==> src/rtl/bus_pkg.sv <==
// Shared types and constants for the 4-bit register bus transfer controller.
package bus_pkg;

   localparam int unsigned BUS_WIDTH = 4;
   localparam int unsigned BUS_NREGS = 4;
   localparam int unsigned BUS_AW    = 2;

   typedef enum logic [1:0] {
      IDLE  = 2'd0,
      DRIVE = 2'd1,
      LATCH = 2'd2
   } xfer_state_e;

   // Register index to one-hot strobe vector; out-of-range indices give all zeros.
   function automatic logic [BUS_NREGS-1:0] idx_onehot(input logic [BUS_AW-1:0] idx);
      logic [BUS_NREGS-1:0] oh;
      oh = '0;
      for (int unsigned i = 0; i < BUS_NREGS; i++) begin
         if (idx == BUS_AW'(i)) oh[i] = 1'b1;
      end
      return oh;
   endfunction

endpackage

==> src/rtl/bus_xfer_ctrl_if.sv <==
// Handshake, strobe, bus and observation signals of the register-transfer controller.
interface bus_xfer_ctrl_if
   import bus_pkg::*;
#(
   parameter int unsigned WIDTH = BUS_WIDTH,
   parameter int unsigned NREGS = BUS_NREGS,
   parameter int unsigned AW    = BUS_AW
);

   logic             req_valid;
   logic             req_ready;
   logic [AW-1:0]    req_src;
   logic [AW-1:0]    req_dst;
   logic             ext_load;
   logic [AW-1:0]    ext_dst;
   logic [WIDTH-1:0] ext_data;
   logic [NREGS-1:0] reg_oe;
   logic [NREGS-1:0] reg_ie;
   logic [WIDTH-1:0] bus;
   logic             bus_valid;
   logic             xfer_done;
   logic             xfer_err;
   logic [AW-1:0]    rd_addr;
   logic [WIDTH-1:0] rd_data;

   modport master (
      output req_valid, req_src, req_dst, ext_load, ext_dst, ext_data, rd_addr,
      input  req_ready, reg_oe, reg_ie, bus, bus_valid, xfer_done, xfer_err, rd_data
   );

   modport slave (
      input  req_valid, req_src, req_dst, ext_load, ext_dst, ext_data, rd_addr,
      output req_ready, reg_oe, reg_ie, bus, bus_valid, xfer_done, xfer_err, rd_data
   );

endinterface

==> src/rtl/bus_regfile.sv <==
// Bus register array: transfer write (priority) plus external write, bus source and observation read muxes.
module bus_regfile
   import bus_pkg::*;
#(
   parameter int unsigned WIDTH = BUS_WIDTH,
   parameter int unsigned NREGS = BUS_NREGS,
   parameter int unsigned AW    = BUS_AW
) (
   input  logic             clk,
   input  logic             rst,
   input  logic             xfer_we,
   input  logic [AW-1:0]    xfer_addr,
   input  logic [WIDTH-1:0] xfer_data,
   input  logic             ext_we,
   input  logic [AW-1:0]    ext_addr,
   input  logic [WIDTH-1:0] ext_data,
   input  logic [AW-1:0]    src_addr,
   output logic [WIDTH-1:0] src_data,
   input  logic [AW-1:0]    rd_addr,
   output logic [WIDTH-1:0] rd_data
);

   logic [WIDTH-1:0] regs [NREGS];

   // Out-of-range write indices match no entry and are silently dropped.
   always_ff @(posedge clk or posedge rst) begin
      if (rst) begin
         for (int unsigned i = 0; i < NREGS; i++) regs[i] <= '0;
      end else begin
         for (int unsigned i = 0; i < NREGS; i++) begin
            if (xfer_we && (xfer_addr == AW'(i))) begin
               regs[i] <= xfer_data;
            end else if (ext_we && (ext_addr == AW'(i))) begin
               regs[i] <= ext_data;
            end
         end
      end
   end

   always_comb begin
      src_data = '0;
      rd_data  = '0;
      for (int unsigned i = 0; i < NREGS; i++) begin
         if (src_addr == AW'(i)) src_data = regs[i];
         if (rd_addr == AW'(i))  rd_data  = regs[i];
      end
   end

endmodule

==> src/rtl/bus_xfer_ctrl.sv <==
// Register-transfer initiator: accepts (src, dst) requests and runs a DRIVE/LATCH strobe sequence on the shared bus.
module bus_xfer_ctrl
   import bus_pkg::*;
#(
   parameter int unsigned WIDTH = BUS_WIDTH,
   parameter int unsigned NREGS = BUS_NREGS,
   parameter int unsigned AW    = BUS_AW
) (
   input  logic            clk,
   input  logic            rst,
   bus_xfer_ctrl_if.slave  bif
);

   xfer_state_e      state;
   logic [AW-1:0]    src_q;
   logic [AW-1:0]    dst_q;
   logic [NREGS-1:0] reg_oe_q;
   logic [NREGS-1:0] reg_ie_q;
   logic             bus_valid_q;
   logic             xfer_done_q;
   logic             xfer_err_q;
   logic [WIDTH-1:0] src_data;
   logic [WIDTH-1:0] bus_c;
   logic             req_ok_c;
   logic             accept_c;

   assign accept_c = bif.req_valid && (state == IDLE);
   assign req_ok_c = (32'(bif.req_src) < NREGS) && (32'(bif.req_dst) < NREGS) &&
                     (bif.req_src != bif.req_dst);

   always_ff @(posedge clk or posedge rst) begin
      if (rst) begin
         state       <= IDLE;
         src_q       <= '0;
         dst_q       <= '0;
         reg_oe_q    <= '0;
         reg_ie_q    <= '0;
         bus_valid_q <= 1'b0;
         xfer_done_q <= 1'b0;
         xfer_err_q  <= 1'b0;
      end else begin
         xfer_done_q <= 1'b0;
         xfer_err_q  <= 1'b0;
         case (state)
            IDLE: begin
               if (accept_c && req_ok_c) begin
                  state       <= DRIVE;
                  src_q       <= bif.req_src;
                  dst_q       <= bif.req_dst;
                  reg_oe_q    <= NREGS'(idx_onehot(BUS_AW'(bif.req_src)));
                  bus_valid_q <= 1'b1;
               end else if (accept_c) begin
                  xfer_err_q  <= 1'b1;
               end
            end
            DRIVE: begin
               state    <= LATCH;
               reg_ie_q <= NREGS'(idx_onehot(BUS_AW'(dst_q)));
            end
            LATCH: begin
               state       <= IDLE;
               reg_oe_q    <= '0;
               reg_ie_q    <= '0;
               bus_valid_q <= 1'b0;
               xfer_done_q <= 1'b1;
            end
            default: begin
               state       <= IDLE;
               reg_oe_q    <= '0;
               reg_ie_q    <= '0;
               bus_valid_q <= 1'b0;
            end
         endcase
      end
   end

   // The bus floats to zero whenever no source is enabled.
   assign bus_c = bus_valid_q ? src_data : '0;

   bus_regfile #(
      .WIDTH (WIDTH),
      .NREGS (NREGS),
      .AW    (AW)
   ) u_regfile (
      .clk       (clk),
      .rst       (rst),
      .xfer_we   (state == LATCH),
      .xfer_addr (dst_q),
      .xfer_data (bus_c),
      .ext_we    (bif.ext_load),
      .ext_addr  (bif.ext_dst),
      .ext_data  (bif.ext_data),
      .src_addr  (src_q),
      .src_data  (src_data),
      .rd_addr   (bif.rd_addr),
      .rd_data   (bif.rd_data)
   );

   assign bif.req_ready = (state == IDLE);
   assign bif.reg_oe    = reg_oe_q;
   assign bif.reg_ie    = reg_ie_q;
   assign bif.bus       = bus_c;
   assign bif.bus_valid = bus_valid_q;
   assign bif.xfer_done = xfer_done_q;
   assign bif.xfer_err  = xfer_err_q;

endmodule
==> src/flat_wrapper.sv <==
// flat-port wrapper written by rule: the top's interface ports become plain ports
module bus_xfer_ctrl_flat import bus_pkg::*;
#(
   parameter int unsigned WIDTH = BUS_WIDTH,
   parameter int unsigned NREGS = BUS_NREGS,
   parameter int unsigned AW    = BUS_AW
)
  (clk, rst, bif_req_valid, bif_req_src, bif_req_dst, bif_ext_load, bif_ext_dst, bif_ext_data, bif_rd_addr, bif_req_ready, bif_reg_oe, bif_reg_ie, bif_bus, bif_bus_valid, bif_xfer_done, bif_xfer_err, bif_rd_data);
  bus_xfer_ctrl_if #(.WIDTH(WIDTH), .NREGS(NREGS), .AW(AW)) bif_i ();
  input  logic clk;
  input  logic rst;
  input wire logic [$bits(bif_i.req_valid)-1:0] bif_req_valid;
  input wire logic [$bits(bif_i.req_src)-1:0] bif_req_src;
  input wire logic [$bits(bif_i.req_dst)-1:0] bif_req_dst;
  input wire logic [$bits(bif_i.ext_load)-1:0] bif_ext_load;
  input wire logic [$bits(bif_i.ext_dst)-1:0] bif_ext_dst;
  input wire logic [$bits(bif_i.ext_data)-1:0] bif_ext_data;
  input wire logic [$bits(bif_i.rd_addr)-1:0] bif_rd_addr;
  output wire logic [$bits(bif_i.req_ready)-1:0] bif_req_ready;
  output wire logic [$bits(bif_i.reg_oe)-1:0] bif_reg_oe;
  output wire logic [$bits(bif_i.reg_ie)-1:0] bif_reg_ie;
  output wire logic [$bits(bif_i.bus)-1:0] bif_bus;
  output wire logic [$bits(bif_i.bus_valid)-1:0] bif_bus_valid;
  output wire logic [$bits(bif_i.xfer_done)-1:0] bif_xfer_done;
  output wire logic [$bits(bif_i.xfer_err)-1:0] bif_xfer_err;
  output wire logic [$bits(bif_i.rd_data)-1:0] bif_rd_data;
  assign bif_i.req_valid = bif_req_valid;
  assign bif_i.req_src = bif_req_src;
  assign bif_i.req_dst = bif_req_dst;
  assign bif_i.ext_load = bif_ext_load;
  assign bif_i.ext_dst = bif_ext_dst;
  assign bif_i.ext_data = bif_ext_data;
  assign bif_i.rd_addr = bif_rd_addr;
  assign bif_req_ready = bif_i.req_ready;
  assign bif_reg_oe = bif_i.reg_oe;
  assign bif_reg_ie = bif_i.reg_ie;
  assign bif_bus = bif_i.bus;
  assign bif_bus_valid = bif_i.bus_valid;
  assign bif_xfer_done = bif_i.xfer_done;
  assign bif_xfer_err = bif_i.xfer_err;
  assign bif_rd_data = bif_i.rd_data;
  bus_xfer_ctrl #(.WIDTH(WIDTH), .NREGS(NREGS), .AW(AW)) u_core (.clk(clk), .rst(rst), .bif(bif_i));
endmodule
==> config.mk <==
export PLATFORM = sky130hd
export DESIGN_NAME = bus_xfer_ctrl_flat
export DESIGN_NICKNAME = d
export VERILOG_FILES = /design/src/rtl/bus_pkg.sv /design/src/rtl/bus_xfer_ctrl_if.sv /design/src/rtl/bus_regfile.sv /design/src/rtl/bus_xfer_ctrl.sv /design/src/flat_wrapper.sv
export SDC_FILE = /design/constraint.sdc
export NUM_CORES = 1
export LEC_CHECK = 0
export CAP_MARGIN = 20
export CORE_UTILIZATION = 46
export DETAILED_ROUTE_END_ITERATION = 16
export PLACE_DENSITY = 0.8
export SYNTH_ARGS = -nofsm -noshare
export SYNTH_HDL_FRONTEND = slang
export SYNTH_SLANG_ARGS = --single-unit
==> constraint.sdc <==
create_clock -name clk -period 1.1 [get_ports clk]
set_input_delay 0.22 -clock clk [delete_from_list [all_inputs] [get_ports clk]]
set_output_delay 0.22 -clock clk [all_outputs]
set_load 0.02 [all_outputs]
Yosys cells after proc, flatten, opt, wreduce, memory -nomap -nowiden:

Index checks and enable logic that the tools add are counted.

* word-level logic and storage cells: 90
* output and inout bits: 20
* register bits after elaboration: 33
* input port bits: 16

* equality and inequality tests: 19
* multiplexer cells: 36
* bitwise logic cells: 1
* reduce and logical (&&, ||, !) cells: 22

Operators by type and width (number)
* $mux W4: 18
* $eq A2 B2 Y1 const B: 11
* $pmux W4 S2: 2
* $mux W1: 13
* $eq A2 B1 Y1 const B: 6
* $logic_not A2 Y1: 6
* $logic_and A1 B1 Y1: 10
* $reduce_bool A2 Y1: 4
* $pmux W2 S2: 1
* $reduce_and A2 Y1: 2
* $mux W2: 1
* $ne A2 B1 Y1 const B: 1
* $ne A2 B2 Y1: 1
* $pmux W1 S2: 1
* $not A1 Y1: 1

Depth between registers and ports, before layout:

Gate-level depths: netlist of the first run.

* word-level depth: 7
* depth in mapped cells: 4
* gate-level depth less buffers: 3

Modules after synthesis:

A second synthesis of the first run with hierarchy kept.

* cell total of the unflattened synthesis: 151
* area total of the unflattened synthesis: 1747.9 um2

By module, submodules not included
* bus_regfile: area an instance 963.4 um2, times used 1, cells each 82, sequential area each 400.4 um2
* bus_xfer_ctrl: area an instance 784.5 um2, times used 1, cells each 69, sequential area each 425.4 um2

Worst setup path before layout of the first run:

Ideal clock, no wire load.

* path type: register -> output
* from: reg u_core.bus_valid_q (netlist: u_core.bif.bus_valid)
* to: out bif_bus[0]
* arrival time: 1.011 ns
* data required time: 0.880 ns
* buffers on the path: 0
* setup slack: -0.131 ns
* stages on the path, launching flop included: 4
* path through: dfrtp_1 nand2_1 o22a_1 inv_1

* longest elaborated chain between the ends: 1

RTL lines
* from (decl): RTL line bus_xfer_ctrl.sv:19 `logic bus_valid_q;`
* from (signal assigned): RTL line bus_xfer_ctrl.sv:38 `bus_valid_q <= 1'b0;`
* from (signal assigned): RTL line bus_xfer_ctrl.sv:51 `bus_valid_q <= 1'b1;`
* from (signal assigned): RTL line bus_xfer_ctrl.sv:64 `bus_valid_q <= 1'b0;`
* $mux W4: RTL line bus_xfer_ctrl.sv:78 `assign bus_c = bus_valid_q ? src_data : '0;`
* to (decl): RTL line flat_wrapper.sv:22 `output wire logic [$bits(bif_i.bus)-1:0] bif_bus;`

No other way between the ends.

Final worst setup path of the first run:

* from: reg u_core.src_q[1]
* to: out bif_bus[0]

* longest elaborated chain between the ends: 6
* elaborated cells between the ends (all ways): 9
* those cells by class: 3 x eq/ne; 5 x mux; 1 x reduce/logical

RTL lines
* from (decl): RTL line bus_xfer_ctrl.sv:15 `logic [AW-1:0] src_q;`
* from (signal assigned): RTL line bus_xfer_ctrl.sv:48 `src_q <= bif.req_src;`
* $logic_not A2 Y1: RTL line bus_regfile.sv:44 `if (src_addr == AW'(i)) src_data = regs[i];`
* $mux W4 (3 in series): RTL line bus_regfile.sv:44
* $mux W4 *: RTL line bus_regfile.sv:44
* $mux W4 *: RTL line bus_xfer_ctrl.sv:78

Every way passes the cells marked *; elsewhere a longest branch is shown, timed or not.

==> results_tabular.tex, run 1 <==
\begin{tabular}{lr}
\hline
Metric & Value \\
\hline
\multicolumn{2}{l}{\textbf{Outcome}} \\
\quad Outcome & finished with violations \\
\quad Violated checks & setup timing \\
\multicolumn{2}{l}{\textbf{Floorplan}} \\
\quad Vertical die dimension & 64.1 microns \\
\quad Width of the chip & 64.1 microns \\
\quad Core region area & 3690 sq um \\
\quad Starting density of the core & 0.480 \\
\quad Die Area & 4100 sq um \\
\quad \# IOs & 36 \\
\quad Cell row count & 22 \\
\multicolumn{2}{l}{\textbf{STA}} \\
\quad Actual slew at the worst max-slew pin & 0.274 ns \\
\quad Max-slew violations & 0 \\
\quad Accumulated negative setup slack & -8.31 ns \\
\quad RSZ-0062 raised after global routing & yes \\
\quad Worst Slack Setup Final & -0.510 ns \\
\quad Worst Clk Skew & 0.00717 ns \\
\quad Hold Vio Cnt, Final & 0 \\
\quad Achievable clock frequency & 0.621 GHz \\
\quad Final setup violation count & 37 \\
\quad Relative slew slack & 0.816 \\
\quad Worst-case hold slack & 0.268 ns \\
\quad Part of the cycle the worst path needs & 1.46 \\
\quad Minimum period implied by the final worst setup slack & 1.61 ns \\
\multicolumn{2}{l}{\textbf{Synthesis}} \\
\quad Synth cell types & 21 \\
\quad Cell area after synthesis & 1770 sq um \\
\quad Cell count after synthesis & 144 \\
\quad Number of warnings issued by yosys & 0 \\
\quad Number of flip-flops and latches in the synthesized netlist & 33 \\
\quad Largest cells by area after synthesis & dfrtp\_1 47\%, mux2i\_1 27\%, mux4\_2 5.1\%, mux2\_1 2.5\%, nand2b\_1 2.1\% \\
\quad Area share of the largest cell type after synthesis & 0.466 \\
\quad Post-Syn Nets & 160 \\
\quad Seq/Total Area, Yosys & 0.466 \\
\quad Cell type contributing the most total cell area after synthesis & dfrtp\_1 \\
\quad Synthesized area per cell & 12.3 sq um \\
\multicolumn{2}{l}{\textbf{Drt}} \\
\quad Remaining design rule violation count & 0 \\
\quad Mean routed wirelength per cell & 17.2 microns \\
\quad Vias per inst & 5.28 \\
\quad Final routed wirelength across all metal layers & 4830 microns \\
\quad Antenna Violating Nets Remaining & 0 \\
\quad Detailed Routing Iterations Pass 1 & 4 \\
\quad Total number of vias & 1485 \\
\quad Number of violations reported at the end of detailed-routing iteration 0 & 74 \\
\multicolumn{2}{l}{\textbf{Worst setup path}} \\
\quad WP data required & 0.88 ns \\
\quad Worst-path cell chain & buf\_12 -> mux2i\_1 -> o22a\_1 -> inv\_2 -> buf\_6 \\
\quad Critical Path Start Type & register \\
\quad Worst path buffer plus inverter count & 3 \\
\quad Family of cells with the greatest summed delay on the critical path & flip-flops \\
\quad Number of cells on the critical path & 5 \\
\quad Crit path DAT & 1.39 ns \\
\quad Worst-path fanout max & 5 \\
\quad Critical-path top delay cell & dfrtp\_2 \\
\quad Largest stage delay on the critical path & 0.43 ns \\
\quad CP Class & register to output pin \\
\quad Critical Path End Type & output pin \\
\quad Depth of the most critical reg-to-reg path & 4 \\
\multicolumn{2}{l}{\textbf{Run}} \\
\quad Number of violations of the max-capacitance limit & 0 \\
\multicolumn{2}{l}{\textbf{CTS}} \\
\quad Hold Buf Count CTS & 0 \\
\quad Clock tree from TritonCTS & yes \\
\quad Number of buffers inserted during clock tree synthesis & 5 \\
\quad Sink Count & 33 \\
\quad Clock latency reported for the late side of the worst-skew pair & 0.29 ns \\
\quad CTS Root Cell & clkbuf\_8 \\
\quad Worst-path clk slew & 0.07 ns \\
\quad Clock tree buffer depth & 2 \\
\quad CTS HTree Levels & 2 \\
\multicolumn{2}{l}{\textbf{Cells and area}} \\
\quad Count of filler cells inserted in the layout & 243 \\
\quad Synthesis-to-layout area growth & 56.4\% \\
\quad Diodes inserted & 0 \\
\quad Core Util, Final & 0.751 \\
\quad Fraction of layout instances using a drive strength above 1 & 0.481 \\
\quad Number of nets in the finished design & 248 \\
\multicolumn{2}{l}{\textbf{Worst hold path}} \\
\quad HP Class & input pin to asynchronous set/reset pin \\
\multicolumn{2}{l}{\textbf{Global routing}} \\
\quad GRT Overall Usage & 0.255 \\
\quad Number of global-route vias before repair & 1613 \\
\quad Grt total ovfl & 0 \\
\quad Wire length of the first global-routing pass & 7790 microns \\
\quad Number of antenna violations at the first check in global routing & 0 \\
\quad Pin count of the biggest net entering global routing & 34 \\
\multicolumn{2}{l}{\textbf{Placed design}} \\
\quad Pre-CTS worst setup slack & -1.04 ns \\
\quad Half-perimeter wire length of the detailed placement result & 3210 microns \\
\quad Buffers added on ports & 35 \\
\quad RD Place Congestion & 0.834 \\
\multicolumn{2}{l}{\textbf{Power}} \\
\quad VDD IR max & 1.39 mV \\
\quad LEAKAGE & 1.52 nW \\
\quad Power density over the cells & 2240 nW/um\^{}2 \\
\hline
\end{tabular}
-- layout make-up --
cell class              count  area [sq um]  share of cell area
repair buffers             84           758               0.274
multi-input cells         101          1010               0.366
flip-flops and latches     33           832               0.300
inverters                   7          26.3             0.00948
clock buffers               8          80.1              0.0289
well taps                  48          60.1              0.0217
-- synth_stat cells --
library cell and count:
mux2i_1 47, dfrtp_1 33, nand2_1 8, inv_1 7, nor2_1 7, nand2b_1 6
nor2b_1 6, mux2_1 4, mux4_2 4, o22a_1 4, nand3_1 3, a21oi_1 2
nand3b_1 2, nor3b_1 2, o21ai_2 2, xor2_2 2, and2b_1 1, buf_2 1
buf_4 1, clkbuf_1 1, nor3b_4 1
-- per-stage QoR --
step	instance area, sq um	cells	total power, W
finish	2770	281	0.00620
global route	2770	281	0.00655
CTS	2680	277	0.00605
detailed placement	2470	262	0.00481
global placement	2470	262	0.00469
floorplan	1780	144	0.00351
-- worst reg2reg max path: cells and delay by family (launching register included) --
kind	cells	cell delay, ns
mux	1	0.32
buf+inv	1	0.15
compound gates	1	0.14
flops	1	0.43
simple gates	1	0.22
-- state kept, by name (all words and copies together), names as in the netlist --
name,flops
u_core.u_regfile.regs,16
u_core.bif.reg_ie,4
u_core.bif.reg_oe,4
u_core.dst_q,2
u_core.src_q,2
u_core.state,2
u_core.bif.bus_valid,1
u_core.bif.xfer_done,1
u_core.bif.xfer_err,1
-- cells in the final DEF (no fill, tap or decap), types with 5 or more instances in the layout --
master           instances
buf_2                   10
buf_4                   33
buf_6                   24
clkbuf_8                 5
clkdlybuf4s50_1          6
dfrtp_1                 28
dfrtp_2                  5
dlygate4sd2_1            6
inv_2                    5
mux2i_1                 46
nand2_1                  5
nand2b_1                 6
nor2_1                   5
-- cells by family (layout without fill, tap and decap cells) --
family,after synthesis,after routing,synth area share
flops,33,33,0.466
mux,55,55,0.342
buf+inv,10,99,0.0240
xor+xnor,2,2,0.0184
simple gates,36,36,0.114
compound gates,8,8,0.0353
-- path summary, 6_finish.rpt --
path / start / to / slack, ns
setup / recovery: u_core.src_q[1] / bif_bus[0] / -0.51
min in group clk: bif_req_dst[1] / u_core.dst_q[1] / 0.39
setup reg to reg: u_core.state[1] / u_core.dst_q[1] / -0.28
hold reg to reg: u_core.bif.reg_ie[1] / u_core.bif.reg_ie[1] / 0.55
max in group asynchronous: rst / u_core.dst_q[1] / 0.63
hold / removal: rst / u_core.bif.reg_oe[3] / 0.27
-- metal layers --
metal,vias to the layer above,share of wire,GRT usage
met2,49,0.52,0.424
met5,-,0,0
li1,685,-,-
met4,0,0.022,0.125
met1,736,0.40,0.304
met3,15,0.054,0.0643
-- what timing repair did --
item / 4_1_cts / 5_1_grt
gates resized for setup: 138 / 20
buffers inserted: 10 / 6
pin swaps: 6 / 6
setup endpoints to repair: 46 / 41
-- power by group --
group	leakage, nW	internal [W]	switching, W	total [W]
combinational	1.08	0.00180	0.00147	0.00327
sequential	0.403	0.00167	0.000386	0.00206
clock	0.0395	0.000449	0.000421	0.000870
total	1.52	0.00393	0.00228	0.00620
No activity file was read; power rests on OpenSTA's default activity.
==> run 2: changes to the inputs <==
Settings changed: CAP_MARGIN 20 to 10.
==> results of run 2 <==
Final layout, timing and power as in run 1 (identical DEF).
==> run 3: changes to the inputs <==
--- a/config.mk
+++ b/config.mk
@@ -13,2 +13,3 @@
 export SYNTH_HDL_FRONTEND = slang
+export SYNTH_HIERARCHICAL = 1
 export SYNTH_SLANG_ARGS = --single-unit
--- a/constraint.sdc
+++ b/constraint.sdc
@@ -3,2 +3,2 @@
 set_output_delay 0.22 -clock clk [all_outputs]
-set_load 0.02 [all_outputs]
+set_load 0.01 [all_outputs]
==> run 3 against run 2 <==
  * The run still ends with setup timing left
  * Sequential power fell by 4%
  * Clock-buffer cell count did not move
  * Setup slack worse by 0.15 ns
  * Core utilization grew 4.1 points
  * Global-route usage grew 0.64 points
  * Clock power shrank 0.6%
  * Cell count increased by 2.8%
  * Die area is 1.3% lower
  * Routed wire length rose by 5.8%
  * Non-clock buffer count increased by 1
  * Critical endpoint unchanged
  * Highest routed layer unchanged
==> results_tabular.tex, run 3 <==
\begin{tabular}{lr}
\hline
Metric & Value \\
\hline
\multicolumn{2}{l}{\textbf{Outcome}} \\
\quad Outcome & finished with violations \\
\quad Violated checks & setup timing \\
\multicolumn{2}{l}{\textbf{Placed design}} \\
\quad Buffers added on ports & 35 (unchanged) \\
\quad Placed cell area & 2460 sq um (-0.40\%) \\
\quad RD Place Congestion & 0.889 (+6.6\%) \\
\quad Placed Cells & 269 (+2.7\%) \\
\quad Pre-CTS worst setup slack & -0.985 ns (+0.0541 ns) \\
\quad Half-perimeter wire length of the detailed placement result & 3300 microns (+2.7\%) \\
\multicolumn{2}{l}{\textbf{Worst setup path}} \\
\quad Worst-path cell chain & buf\_6 -> buf\_4 -> mux4\_2 -> and2\_4 -> buf\_6 \\
\quad Dominant cell type by count on the critical path & buf\_6 \\
\quad Crit path DAT & 1.54 ns (+0.15 ns) \\
\quad Critical-path top delay cell & dfrtp\_2 \\
\quad Largest stage delay on the critical path & 0.43 ns (about the same) \\
\quad Endpoint of the lowest-slack register-to-register path & u\_core/u\_regfile/regs[1] \\
\quad WP data required & 0.88 ns (about the same) \\
\quad Worst reg2reg startpoint & u\_core/src\_q[0] \\
\quad Depth of the most critical reg-to-reg path & 6 (+2) \\
\quad Critical Path End Type & output pin \\
\quad Worst-path fanout max & 3 (-2) \\
\quad CP Class & register to output pin \\
\quad Register-to-register setup slack & -0.47 ns (-0.19 ns) \\
\quad Critical Path Start Type & register \\
\multicolumn{2}{l}{\textbf{Synthesis}} \\
\quad Area share of the largest cell type after synthesis & 0.472 (+0.00634) \\
\quad Cell type contributing the most total cell area after synthesis & dfrtp\_1 \\
\quad Synthesized area per cell & 11.6 sq um (-5.9\%) \\
\quad Seq/Total Area, Yosys & 0.472 (+0.00634) \\
\quad Number of warnings issued by yosys & 6 (+6) \\
\quad Largest cells by area after synthesis & dfrtp\_1 47\%, mux2i\_1 12\%, mux4\_2 10\%, a21oi\_1 5.7\%, nor2\_1 4.5\% \\
\quad Main flop type after synthesis & dfrtp\_1 \\
\quad Post-synth EDFFs & 0 (unchanged) \\
\quad Most instantiated library cell after synthesis & dfrtp\_1 \\
\quad Cell area after synthesis & 1750 sq um (-1.3\%) \\
\quad Cell count after synthesis & 151 (+4.9\%) \\
\quad Synth cell types & 22 (+4.8\%) \\
\quad Post-Syn Nets & 167 (+4.4\%) \\
\quad Number of flip-flops and latches in the synthesized netlist & 33 (unchanged) \\
\quad Synth cell count leaders & 33 x dfrtp\_1, 21 x mux2i\_1, 21 x nor2\_1 \\
\quad Proportion of register bits with asynchronous set or reset after synthesis & 1.00 (unchanged) \\
\multicolumn{2}{l}{\textbf{Cells and area}} \\
\quad Diodes inserted & 0 (unchanged) \\
\quad Synthesis-to-layout area growth & 65.9\% \\
\quad Top register by number of flip-flops & u\_core/u\_regfile/regs \\
\quad Fraction of layout instances using a drive strength above 1 & 0.581 (+0.100) \\
\quad Commonest cells after routing, fill and taps aside & 30 x dfrtp\_1, 30 x buf\_4, 27 x buf\_6 \\
\quad Largest register FFs & 16 (unchanged) \\
\quad Core Util, Final & 0.792 (+0.0409) \\
\quad Number of nets in the finished design & 256 (+3.2\%) \\
\quad Post-route insts no fill & 289 (+2.8\%) \\
\quad Fin area & 2900 sq um (+4.6\%) \\
\multicolumn{2}{l}{\textbf{Global routing}} \\
\quad Pin count of the biggest net entering global routing & 18 (-47\%) \\
\quad Number of antenna violations at the first check in global routing & 0 (unchanged) \\
\quad GRT Overall Usage & 0.261 (+0.00639) \\
\quad Grt total ovfl & 0 (unchanged) \\
\quad Wire length of the first global-routing pass & 7760 microns (-0.36\%) \\
\quad Number of global-route vias before repair & 1675 (+3.8\%) \\
\multicolumn{2}{l}{\textbf{STA}} \\
\quad Worst Clk Skew & 0.00625 ns (-0.000921 ns) \\
\quad Relative slew slack & 0.747 (-0.0690) \\
\quad Final setup violation count & 37 (unchanged) \\
\quad Part of the cycle the worst path needs & 1.60 (+0.141) \\
\quad Actual slew at the worst max-slew pin & 0.379 ns (+0.104 ns) \\
\quad Hold Vio Cnt, Final & 0 (unchanged) \\
\quad RSZ-0062 raised after global routing & yes \\
\quad Max-slew violations & 0 (unchanged) \\
\quad Minimum period implied by the final worst setup slack & 1.76 ns (+0.155 ns) \\
\quad Achievable clock frequency & 0.567 GHz (-8.8\%) \\
\quad Worst Slack Setup Final & -0.664 ns (-0.155 ns) \\
\multicolumn{2}{l}{\textbf{Power}} \\
\quad VDD IR max & 1.21 mV (-12\%) \\
\quad Power density over the cells & 2290 nW/um\^{}2 (+2.3\%) \\
\quad LEAKAGE & 1.35 nW (-11\%) \\
\multicolumn{2}{l}{\textbf{Floorplan}} \\
\quad Core region area & 3660 sq um (-0.75\%) \\
\quad \# IOs & 36 (unchanged) \\
\quad Starting density of the core & 0.477 (-0.00288) \\
\quad Die Area & 4050 sq um (-1.3\%) \\
\quad Cell row count & 22 (unchanged) \\
\quad Vertical die dimension & 63.6 microns (-0.66\%) \\
\quad Width of the chip & 63.6 microns (-0.66\%) \\
\multicolumn{2}{l}{\textbf{Drt}} \\
\quad Remaining design rule violation count & 0 (unchanged) \\
\quad Vias per inst & 5.40 (+2.2\%) \\
\quad Final routed wirelength across all metal layers & 5110 microns (+5.8\%) \\
\quad Antenna Violating Nets Remaining & 0 (unchanged) \\
\quad Total number of vias & 1561 (+5.1\%) \\
\quad Number of violations reported at the end of detailed-routing iteration 0 & 37 (-50\%) \\
\quad Detailed Routing Iterations Pass 1 & 4 (unchanged) \\
\quad Mean routed wirelength per cell & 17.7 microns (+2.8\%) \\
\multicolumn{2}{l}{\textbf{Worst hold path}} \\
\quad HP Class & input pin to asynchronous set/reset pin \\
\multicolumn{2}{l}{\textbf{CTS}} \\
\quad Number of buffers inserted during clock tree synthesis & 5 (unchanged) \\
\quad CTS HTree Levels & 2 (unchanged) \\
\quad Clock tree buffer depth & 2 (unchanged) \\
\quad Worst-path clk slew & 0.06 ns (about the same) \\
\quad CTS Root Cell & clkbuf\_8 \\
\quad Clock tree from TritonCTS & yes \\
\quad Clock latency reported for the late side of the worst-skew pair & 0.29 ns (about the same) \\
\quad Hold Buf Count CTS & 0 (unchanged) \\
\quad Sink Count & 33 (unchanged) \\
\multicolumn{2}{l}{\textbf{Run}} \\
\quad Number of violations of the max-capacitance limit & 0 (unchanged) \\
\hline
\end{tabular}
[run 3: changes by cell type after synthesis, sizes merged, moves of 4 or more]
cell | before | now
a21oi | 2 | 20
and2 | 0 | 4
mux2i | 47 | 21
mux4 | 4 | 8
nand2 | 8 | 4
nand3b | 2 | 6
nor2 | 7 | 21
o22a | 4 | 0
[run 3: report_power, final]
part / leakage (nW) / internal (W) / switching [W] / total [W]
Sequential: 0.398 / 0.00166 / 0.000322 / 0.00198
Combinational: 0.914 / 0.00222 / 0.00157 / 0.00379
Clock: 0.0395 / 0.000449 / 0.000416 / 0.000865
Total: 1.35 / 0.00433 / 0.00231 / 0.00664
[run 3: layout make-up]
cell class,count,area (sq um)
well taps,48,60.1
fillers,239,761
flip-flops and latches,33,830
clock buffers,8,80.1
multi-input cells,111,1150
repair buffers,85,762
inverters,4,15.0
[run 3: stage by stage]
| step | TNS (ns) | power [W] | hold slack (ns) |
|---|---|---|---|
| after global placement | -18.36 | 0.00474 | 0.504 |
| after detailed placement | -19.72 | 0.00486 | 0.526 |
| final | -13.20 | 0.00664 | 0.284 |
| after global routing | -14.92 | 0.00701 | 0.322 |
| after CTS | -13.54 | 0.00625 | 0.285 |
| after floorplan | -5.34 | 0.00331 | 0.134 |
[run 3: routing by layer]
layer / GRT usage / vias up / part of all wire
met2: 0.469 / 49 / 0.55
met1: 0.283 / 785 / 0.38
met4: 0.134 / 0 / 0.024
li1: - / 713 / -
met3: 0.0580 / 14 / 0.047
met5: 0 / - / 0
[run 3: how the worst max path moves through the flow]
stage	startpoint	endpoint	slack (ns)	depth (start not counted)
3_3_place_gp	bif_rd_addr[0]	bif_rd_data[3]	-0.95	3
4_1_cts	u_core/src_q[0]	bif_bus[1]	-0.66	4
5_1_grt	u_core/src_q[0]	bif_bus[1]	-0.72	4
2_1_floorplan	u_core/state[1]	u_core/u_regfile/regs[12]	-0.36	6
6_report	u_core/src_q[0]	bif_bus[0]	-0.66	5
3_5_place_dp	bif_rd_addr[0]	bif_rd_data[1]	-0.98	3
[run 3: worst max-delay path, delay by kind of cell (launching register included)]
| kind | cells | cell delay, ns |
|---|---|---|
| buf+inv | 3 | 0.38 |
| flops | 1 | 0.43 |
| mux | 1 | 0.28 |
| simple gates | 1 | 0.17 |
[run 3: what timing repair did]
item / CTS / global route
endpoints found under the hold margin: 0 / 0
resized for setup: 137 / 47
setup buffers: 15 / 7
setup endpoints to repair: 47 / 41
pin swaps: 12 / 3
[run 3: cells by family (layout without fill, tap and decap cells)]
group,Yosys count,in the layout,share of synthesized area
compound gates,22,22,0.0673
buf+inv,7,97,0.0157
mux,33,33,0.249
simple gates,54,54,0.177
xor+xnor,2,2,0.0186
flops,33,33,0.472
